`src/rtl/control_unit_if.sv`:
```
// Control-unit <-> datapath bundle: instruction/condition/handshake inputs and all datapath strobes.
// master = control unit side, slave = datapath side.
interface control_unit_if;
  logic [31:0] IR;
  logic        Access;
  logic        MemReady;

  logic        RegDst;
  logic        RegIn;
  logic        RegWrite;
  logic        ALUSrcA;
  logic        ALUFunc;
  logic        IorD;
  logic        PCWrite;
  logic        IRWrite;
  logic        ZWrite;
  logic        NWrite;
  logic        VWrite;
  logic        CWrite;
  logic        MemRead;
  logic        MemWrite;
  logic [1:0]  ALUSrcB;
  logic [1:0]  MemtoReg;

  modport master (
    input  IR, Access, MemReady,
    output RegDst, RegIn, RegWrite, ALUSrcA, ALUFunc, IorD, PCWrite, IRWrite,
           ZWrite, NWrite, VWrite, CWrite, MemRead, MemWrite, ALUSrcB, MemtoReg
  );

  modport slave (
    output IR, Access, MemReady,
    input  RegDst, RegIn, RegWrite, ALUSrcA, ALUFunc, IorD, PCWrite, IRWrite,
           ZWrite, NWrite, VWrite, CWrite, MemRead, MemWrite, ALUSrcB, MemtoReg
  );
endinterface

```
`src/rtl/control_unit.sv`:
```
// Multicycle control FSM for the 32-bit conditional-execution datapath,
// with halt status and a retired-instruction counter.
//
// state    | meaning
// ---------+-------------------------------------------------------------
// S_FETCH  | read IR at PC, PC += 1 when memory completes
// S_DECODE | evaluate Access; squash or dispatch on instruction class
// S_EXEC   | data-processing op, optional flag update (1 cycle)
// S_MEM    | load/store at D1 + sext imm12, held until MemReady
// S_BRANCH | PC <= PC + sext imm26, optional link into R15 (1 cycle)
// S_HALT   | stopped; only rst leaves
module control_unit #(
  parameter int CNT_W = 32
) (
  input  logic             clk,
  input  logic             rst,
  control_unit_if.master   dp_if,
  output logic             Halted,
  output logic [CNT_W-1:0] RetiredCnt
);

  typedef enum logic [2:0] {
    S_FETCH,
    S_DECODE,
    S_EXEC,
    S_MEM,
    S_BRANCH,
    S_HALT
  } state_e;

  typedef struct packed {
    logic       reg_dst;
    logic       reg_in;
    logic       reg_write;
    logic       alu_src_a;
    logic       alu_func;
    logic       iord;
    logic       pc_write;
    logic       ir_write;
    logic       z_write;
    logic       n_write;
    logic       v_write;
    logic       c_write;
    logic       mem_read;
    logic       mem_write;
    logic [1:0] alu_src_b;
    logic [1:0] mem_to_reg;
  } ctl_t;

  state_e           state_q, state_d;
  logic [CNT_W-1:0] cnt_q, cnt_d;
  ctl_t             ctl, ctl_out;
  logic             halted_int;
  logic             retire;

  logic [1:0] ir_class;
  logic       ir_ibit;
  logic       ir_sbit;
  logic       ir_load;

  assign ir_class = dp_if.IR[29:28];
  assign ir_ibit  = dp_if.IR[26];
  assign ir_sbit  = dp_if.IR[23];
  assign ir_load  = dp_if.IR[20];

  always_ff @(posedge clk) begin
    if (rst) begin
      state_q <= S_FETCH;
      cnt_q   <= '0;
    end else begin
      state_q <= state_d;
      cnt_q   <= cnt_d;
    end
  end

  always_comb begin
    state_d    = state_q;
    ctl        = '0;
    halted_int = 1'b0;
    retire     = 1'b0;

    case (state_q)
      S_FETCH: begin
        ctl.mem_read  = 1'b1;
        ctl.alu_src_b = 2'd2;
        ctl.ir_write  = dp_if.MemReady;
        ctl.pc_write  = dp_if.MemReady;
        if (dp_if.MemReady) state_d = S_DECODE;
      end

      S_DECODE: begin
        if (!dp_if.Access) begin
          // Squashed instructions still count as retired.
          state_d = S_FETCH;
          retire  = 1'b1;
        end else begin
          case (ir_class)
            2'b00:   state_d = S_EXEC;
            2'b01:   state_d = S_MEM;
            2'b10:   state_d = S_BRANCH;
            default: begin
              state_d = S_HALT;
              retire  = 1'b1;
            end
          endcase
        end
      end

      S_EXEC: begin
        ctl.alu_src_a = 1'b1;
        ctl.alu_src_b = ir_ibit ? 2'd1 : 2'd0;
        ctl.alu_func  = 1'b1;
        ctl.reg_write = 1'b1;
        ctl.z_write   = ir_sbit;
        ctl.n_write   = ir_sbit;
        ctl.v_write   = ir_sbit;
        ctl.c_write   = ir_sbit;
        retire        = 1'b1;
        state_d       = S_FETCH;
      end

      S_MEM: begin
        ctl.alu_src_a = 1'b1;
        ctl.alu_src_b = 2'd1;
        ctl.iord      = 1'b1;
        if (ir_load) begin
          ctl.mem_read   = 1'b1;
          ctl.reg_write  = dp_if.MemReady;
          ctl.mem_to_reg = dp_if.MemReady ? 2'd1 : 2'd0;
        end else begin
          ctl.reg_in    = 1'b1;
          ctl.mem_write = 1'b1;
        end
        if (dp_if.MemReady) begin
          retire  = 1'b1;
          state_d = S_FETCH;
        end
      end

      S_BRANCH: begin
        // R15 captures the already-incremented PC before this edge loads the target.
        ctl.alu_src_b = 2'd3;
        ctl.pc_write  = 1'b1;
        if (ir_ibit) begin
          ctl.reg_write  = 1'b1;
          ctl.reg_dst    = 1'b1;
          ctl.mem_to_reg = 2'd2;
        end
        retire  = 1'b1;
        state_d = S_FETCH;
      end

      S_HALT: halted_int = 1'b1;

      default: state_d = S_FETCH;
    endcase
  end

  assign cnt_d = retire ? cnt_q + CNT_W'(1) : cnt_q;

  // Everything is quiet while rst is high, whatever state the register still holds.
  assign ctl_out = rst ? '0 : ctl;

  assign dp_if.RegDst   = ctl_out.reg_dst;
  assign dp_if.RegIn    = ctl_out.reg_in;
  assign dp_if.RegWrite = ctl_out.reg_write;
  assign dp_if.ALUSrcA  = ctl_out.alu_src_a;
  assign dp_if.ALUFunc  = ctl_out.alu_func;
  assign dp_if.IorD     = ctl_out.iord;
  assign dp_if.PCWrite  = ctl_out.pc_write;
  assign dp_if.IRWrite  = ctl_out.ir_write;
  assign dp_if.ZWrite   = ctl_out.z_write;
  assign dp_if.NWrite   = ctl_out.n_write;
  assign dp_if.VWrite   = ctl_out.v_write;
  assign dp_if.CWrite   = ctl_out.c_write;
  assign dp_if.MemRead  = ctl_out.mem_read;
  assign dp_if.MemWrite = ctl_out.mem_write;
  assign dp_if.ALUSrcB  = ctl_out.alu_src_b;
  assign dp_if.MemtoReg = ctl_out.mem_to_reg;

  assign Halted     = halted_int & ~rst;
  assign RetiredCnt = cnt_q;

endmodule

```
`src/flat_wrapper.sv`:
```
// flat-port wrapper written by rule: the top's interface ports become plain ports
module control_unit_flat 
#(
  parameter int CNT_W = 32
)
  (clk, rst, Halted, RetiredCnt, dp_if_IR, dp_if_Access, dp_if_MemReady, dp_if_RegDst, dp_if_RegIn, dp_if_RegWrite, dp_if_ALUSrcA, dp_if_ALUFunc, dp_if_IorD, dp_if_PCWrite, dp_if_IRWrite, dp_if_ZWrite, dp_if_NWrite, dp_if_VWrite, dp_if_CWrite, dp_if_MemRead, dp_if_MemWrite, dp_if_ALUSrcB, dp_if_MemtoReg);
  control_unit_if dp_if_i ();
  input  logic clk;
  input  logic rst;
  output logic Halted;
  output logic [CNT_W-1:0] RetiredCnt;
  input wire logic [$bits(dp_if_i.IR)-1:0] dp_if_IR;
  input wire logic [$bits(dp_if_i.Access)-1:0] dp_if_Access;
  input wire logic [$bits(dp_if_i.MemReady)-1:0] dp_if_MemReady;
  output wire logic [$bits(dp_if_i.RegDst)-1:0] dp_if_RegDst;
  output wire logic [$bits(dp_if_i.RegIn)-1:0] dp_if_RegIn;
  output wire logic [$bits(dp_if_i.RegWrite)-1:0] dp_if_RegWrite;
  output wire logic [$bits(dp_if_i.ALUSrcA)-1:0] dp_if_ALUSrcA;
  output wire logic [$bits(dp_if_i.ALUFunc)-1:0] dp_if_ALUFunc;
  output wire logic [$bits(dp_if_i.IorD)-1:0] dp_if_IorD;
  output wire logic [$bits(dp_if_i.PCWrite)-1:0] dp_if_PCWrite;
  output wire logic [$bits(dp_if_i.IRWrite)-1:0] dp_if_IRWrite;
  output wire logic [$bits(dp_if_i.ZWrite)-1:0] dp_if_ZWrite;
  output wire logic [$bits(dp_if_i.NWrite)-1:0] dp_if_NWrite;
  output wire logic [$bits(dp_if_i.VWrite)-1:0] dp_if_VWrite;
  output wire logic [$bits(dp_if_i.CWrite)-1:0] dp_if_CWrite;
  output wire logic [$bits(dp_if_i.MemRead)-1:0] dp_if_MemRead;
  output wire logic [$bits(dp_if_i.MemWrite)-1:0] dp_if_MemWrite;
  output wire logic [$bits(dp_if_i.ALUSrcB)-1:0] dp_if_ALUSrcB;
  output wire logic [$bits(dp_if_i.MemtoReg)-1:0] dp_if_MemtoReg;
  assign dp_if_i.IR = dp_if_IR;
  assign dp_if_i.Access = dp_if_Access;
  assign dp_if_i.MemReady = dp_if_MemReady;
  assign dp_if_RegDst = dp_if_i.RegDst;
  assign dp_if_RegIn = dp_if_i.RegIn;
  assign dp_if_RegWrite = dp_if_i.RegWrite;
  assign dp_if_ALUSrcA = dp_if_i.ALUSrcA;
  assign dp_if_ALUFunc = dp_if_i.ALUFunc;
  assign dp_if_IorD = dp_if_i.IorD;
  assign dp_if_PCWrite = dp_if_i.PCWrite;
  assign dp_if_IRWrite = dp_if_i.IRWrite;
  assign dp_if_ZWrite = dp_if_i.ZWrite;
  assign dp_if_NWrite = dp_if_i.NWrite;
  assign dp_if_VWrite = dp_if_i.VWrite;
  assign dp_if_CWrite = dp_if_i.CWrite;
  assign dp_if_MemRead = dp_if_i.MemRead;
  assign dp_if_MemWrite = dp_if_i.MemWrite;
  assign dp_if_ALUSrcB = dp_if_i.ALUSrcB;
  assign dp_if_MemtoReg = dp_if_i.MemtoReg;
  control_unit #(.CNT_W(CNT_W)) u_core (.clk(clk), .rst(rst), .dp_if(dp_if_i), .Halted(Halted), .RetiredCnt(RetiredCnt));
endmodule
```
`config.mk`:
```
export PLATFORM = sky130hd
export DESIGN_NAME = control_unit_flat
export DESIGN_NICKNAME = d
export VERILOG_FILES = /design/src/rtl/control_unit_if.sv /design/src/rtl/control_unit.sv /design/src/flat_wrapper.sv
export SDC_FILE = /design/constraint.sdc
export NUM_CORES = 1
export LEC_CHECK = 0
export CAP_MARGIN = 20
export CORE_UTILIZATION = 25
export CTS_BUF_LIST = sky130_fd_sc_hd__clkbuf_16
export DETAILED_ROUTE_END_ITERATION = 8
export SKIP_LAST_GASP = 1
export SLEW_MARGIN = 20
export SYNTH_ARGS = -nofsm -noshare
export SYNTH_HDL_FRONTEND = slang
export SYNTH_SLANG_ARGS = --single-unit
export TNS_END_PERCENT = 50
```
`constraint.sdc`:
```
create_clock -name clk -period 2.8 [get_ports clk]
set_input_delay 0.28 -clock clk [delete_from_list [all_inputs] [get_ports clk]]
set_output_delay 0.28 -clock clk [all_outputs]
set_load 0.05 [all_outputs]
```
==> run metrics <==
leading cell type by number of instances after synthesis=sky130_fd_sc_hd__dfxtp_1; total of flip-flops plus latches after synthesis=35; clock tree from TritonCTS=done; Max Cap Viol=0; fraction of synthesized cell area in xor and xnor cells=0.434%; clock latency on the worst-skew pair=270 ps; drt pass-1 iters=4; estimated wirelength of the detail-placed design=3610 um; final critical path time including I/O delays and setup=2210 ps; Largest stage delay, worst path=460 ps; setup repair after global routing missed its margin=false; Initial Utilization=26.0%; via total after detailed routing=1999; hold path startpoint=u_core.RetiredCnt[21]; fraction of the yosys area taken by sequential cells=34.7%; maximum number of pins on one net before global-route repair=54; global-route wire length before repair=8770 um; All-Layer GR Usage=12.8%; via count of the first global-routing pass=1828; total congestion overflow=0; Final Total Pwr=1.16 mW; diode insertion count for antenna repair=0; quantity of I/O buffers inserted on ports=59; overall die height=91.9 um; clock transition time at the flip-flop clock pins of the worst setup and hold paths=50 ps; Commonest cells post-synth=sky130_fd_sc_hd__dfxtp_1, sky130_fd_sc_hd__a21oi_1, sky130_fd_sc_hd__o31ai_1, sky130_fd_sc_hd__or4_1, sky130_fd_sc_hd__nor2_1; maximum clock path buffer count=2; drt drc=0; Worst Hold Margin=487 ps; Worst Path Required=2520 ps; number of flops mapped to enable cells by yosys=0; top cell type's share of synthesized area=34.7%; worst setup slack for register-to-register paths=760 ps; cell occurring most often along the worst timing path=sky130_fd_sc_hd__nor2_1; initial antenna violation count=0; part of the cycle the worst path needs=78.9%; core footprint=7770 um2; cell count of the worst hold path=2; total wirelength of the detailed-routed design=5140 um; PwrDens=398 nW/um2; basic-gate share of the synthesized area counting and, or, nand and nor cells=32.6%; Most used DFF post-synth=sky130_fd_sc_hd__dfxtp_1; compound-cell area share of the yosys netlist=16.6%; leakage dissipation=0.992 nW; Worst EP arrival=1930 ps; pre-CTS setup slack=473 ps; reg-to-reg critical path endpoint=u_core.RetiredCnt[27]; proportion of synthesized flip-flops having asynchronous set or reset=0%; row count=32; endpoint class of the critical path=output port; Gate Count Post-Synth=241; proportion of layout cells with a drive suffix above 1=14.7%; number of clock sinks seen by CTS=35; Max Freq=452 MHz; Clk Tree Root Cell=sky130_fd_sc_hd__clkbuf_16; synth-to-layout area growth=44.3%; class of the tightest hold or removal check=register to register; series of cell instances along the critical path=or2b_1 > nor2_1 > nand2_1 > nor2_1 > buf_12; final hold violations=0; Critical-path top delay cell=sky130_fd_sc_hd__dfxtp_1; maximum VDD drop=0.177 mV; worst-case clock skew=4.85 ps; final count of pins violating max slew=0; adder-cell share of the synthesized area=0.620%; kind of start point of the critical path=register; detailed router's first-iteration violation count=57; average cell area after synthesis=8.38 um2; average via count per standard cell=5.06; syn nets=278; Die Wd=91.9 um; I/O pin count=87; WS Path Type=register to output port; cell taking the most area after synthesis=sky130_fd_sc_hd__dfxtp_1; count of distinct cell types in the synthesized netlist=41; number of nets in the layout=329; total number of H-tree levels=2; number of clock buffers inserted by TritonCTS=5; Routability Congestion=0.703; post-synthesis instance area=2020 um2; Worst Reg-to-Reg Cells=5; Final Worst Setup Slack=590 ps; top post-synthesis cells by area=sky130_fd_sc_hd__dfxtp_1, sky130_fd_sc_hd__o31ai_1, sky130_fd_sc_hd__or4_1, sky130_fd_sc_hd__a21oi_1, sky130_fd_sc_hd__mux2_4; maximum fanout along the worst path=7; slew margin rel.=49.3%; cts hold-fix bufs=0; number of resized instances in the post-cts repair step=0; number of nets still failing antenna checks after routing=0; RR Startpoint=u_core.state_q[0]; post-CTS setup buffers=0; largest family of logic cells by synthesized area=simple AND/OR/NAND/NOR gates; warning count from the yosys run=0; hold worst-path end=u_core.RetiredCnt[21]; wire length per cell=13.0 um; status=finished clean; mux share of post-synthesis cell area=7.56%; final core utilization=37.5%; total die area=8440 um2; Worst-Margin Slew=751 ps; Final setup violation count=0
worst max-delay path, delay by kind of cell, from the launching register on:
| kind | cells | cell delay (ps) |
|---|---|---|
| DFF | 1 | 460 |
| and+or+nand+nor | 4 | 1010 |
| buffers and inverters | 1 | 190 |
cells by family (layout without fill, tap and decap cells):
logic type | Yosys count | count (layout)
compound gates | 53 | 53
flops | 35 | 35
buf+inv | 28 | 80
fa+ha+maj | 1 | 1
simple gates | 112 | 112
xor+xnor | 1 | 1
mux | 11 | 11
layer usage:
layer	vias up	global-route usage, %	share of wire (%)
met5	-	0	0
met4	0	4.69	0.78
met3	2	3.07	4.9
met2	47	20.5	47
met1	939	16.7	48
li1	1011	-	-
worst max-delay path by stage:
stage,start,end,slack [ps],cells after the start
final,u_core.state_q[1],dp_if_MemWrite,590,5
after CTS,u_core.state_q[1],dp_if_MemWrite,570,5
after global placement,dp_if_Access,u_core.RetiredCnt[27],470,6
after floorplan,u_core.state_q[1],dp_if_RegIn,-100,5
after detailed placement,dp_if_Access,u_core.RetiredCnt[27],470,6
after global routing,u_core.state_q[1],dp_if_MemRead,420,7
layout make-up:
cell class / count / area [um2]
Fill cell: 802 / 4850
Multi-Input combinational cell: 178 / 1170
Timing Repair Buffer: 65 / 751
Sequential cell: 35 / 701
Tap cell: 102 / 128
Clock buffer: 5 / 125
Inverter: 7 / 26.3
Clock inverter: 3 / 11.3
stage by stage:
step           std cells  cell area (um2)  TNS (ps)
3_5_place_dp         387             2780         0
2_1_floorplan        241             2020      -149
6_report             395             2910         0
5_1_grt              395             2910         0
3_3_place_gp         387             2780         0
4_1_cts              395             2910         0
layout by cell type, fill, tap and decap left out, drive strengths merged:
cell / n
o32a: 1
a21bo: 1
mux2: 10
clkinv: 2
or4: 19
nand2: 16
or3: 2
buf: 25
and2: 2
ha: 1
xor2: 1
o22ai: 1
nand3: 10
nor4: 7
a41o: 1
nand4: 8
inv: 8
nor4b: 2
nor2: 18
dfxtp: 35
clkbuf: 5
o31ai: 19
nand2b: 2
nor3: 1
a31oi: 1
and3: 5
and4: 6
o21ai: 4
nor3b: 3
or2b: 1
a222oi: 1
a21oi: 24
clkdlybuf4s50: 40
mux2i: 1
nor2b: 10
state kept, by name, indices dropped and copies added (netlist names):
register,flops
u_core.state_q,3
u_core.RetiredCnt,32
power by group:
| part | total (mW) | internal [mW] | switching [mW] |
|---|---|---|---|
| sequential | 0.508 | 0.502 | 0.00546 |
| combinational | 0.133 | 0.0486 | 0.0842 |
| clock | 0.519 | 0.320 | 0.199 |
Note: power is estimated with default switching activity, not from simulation.
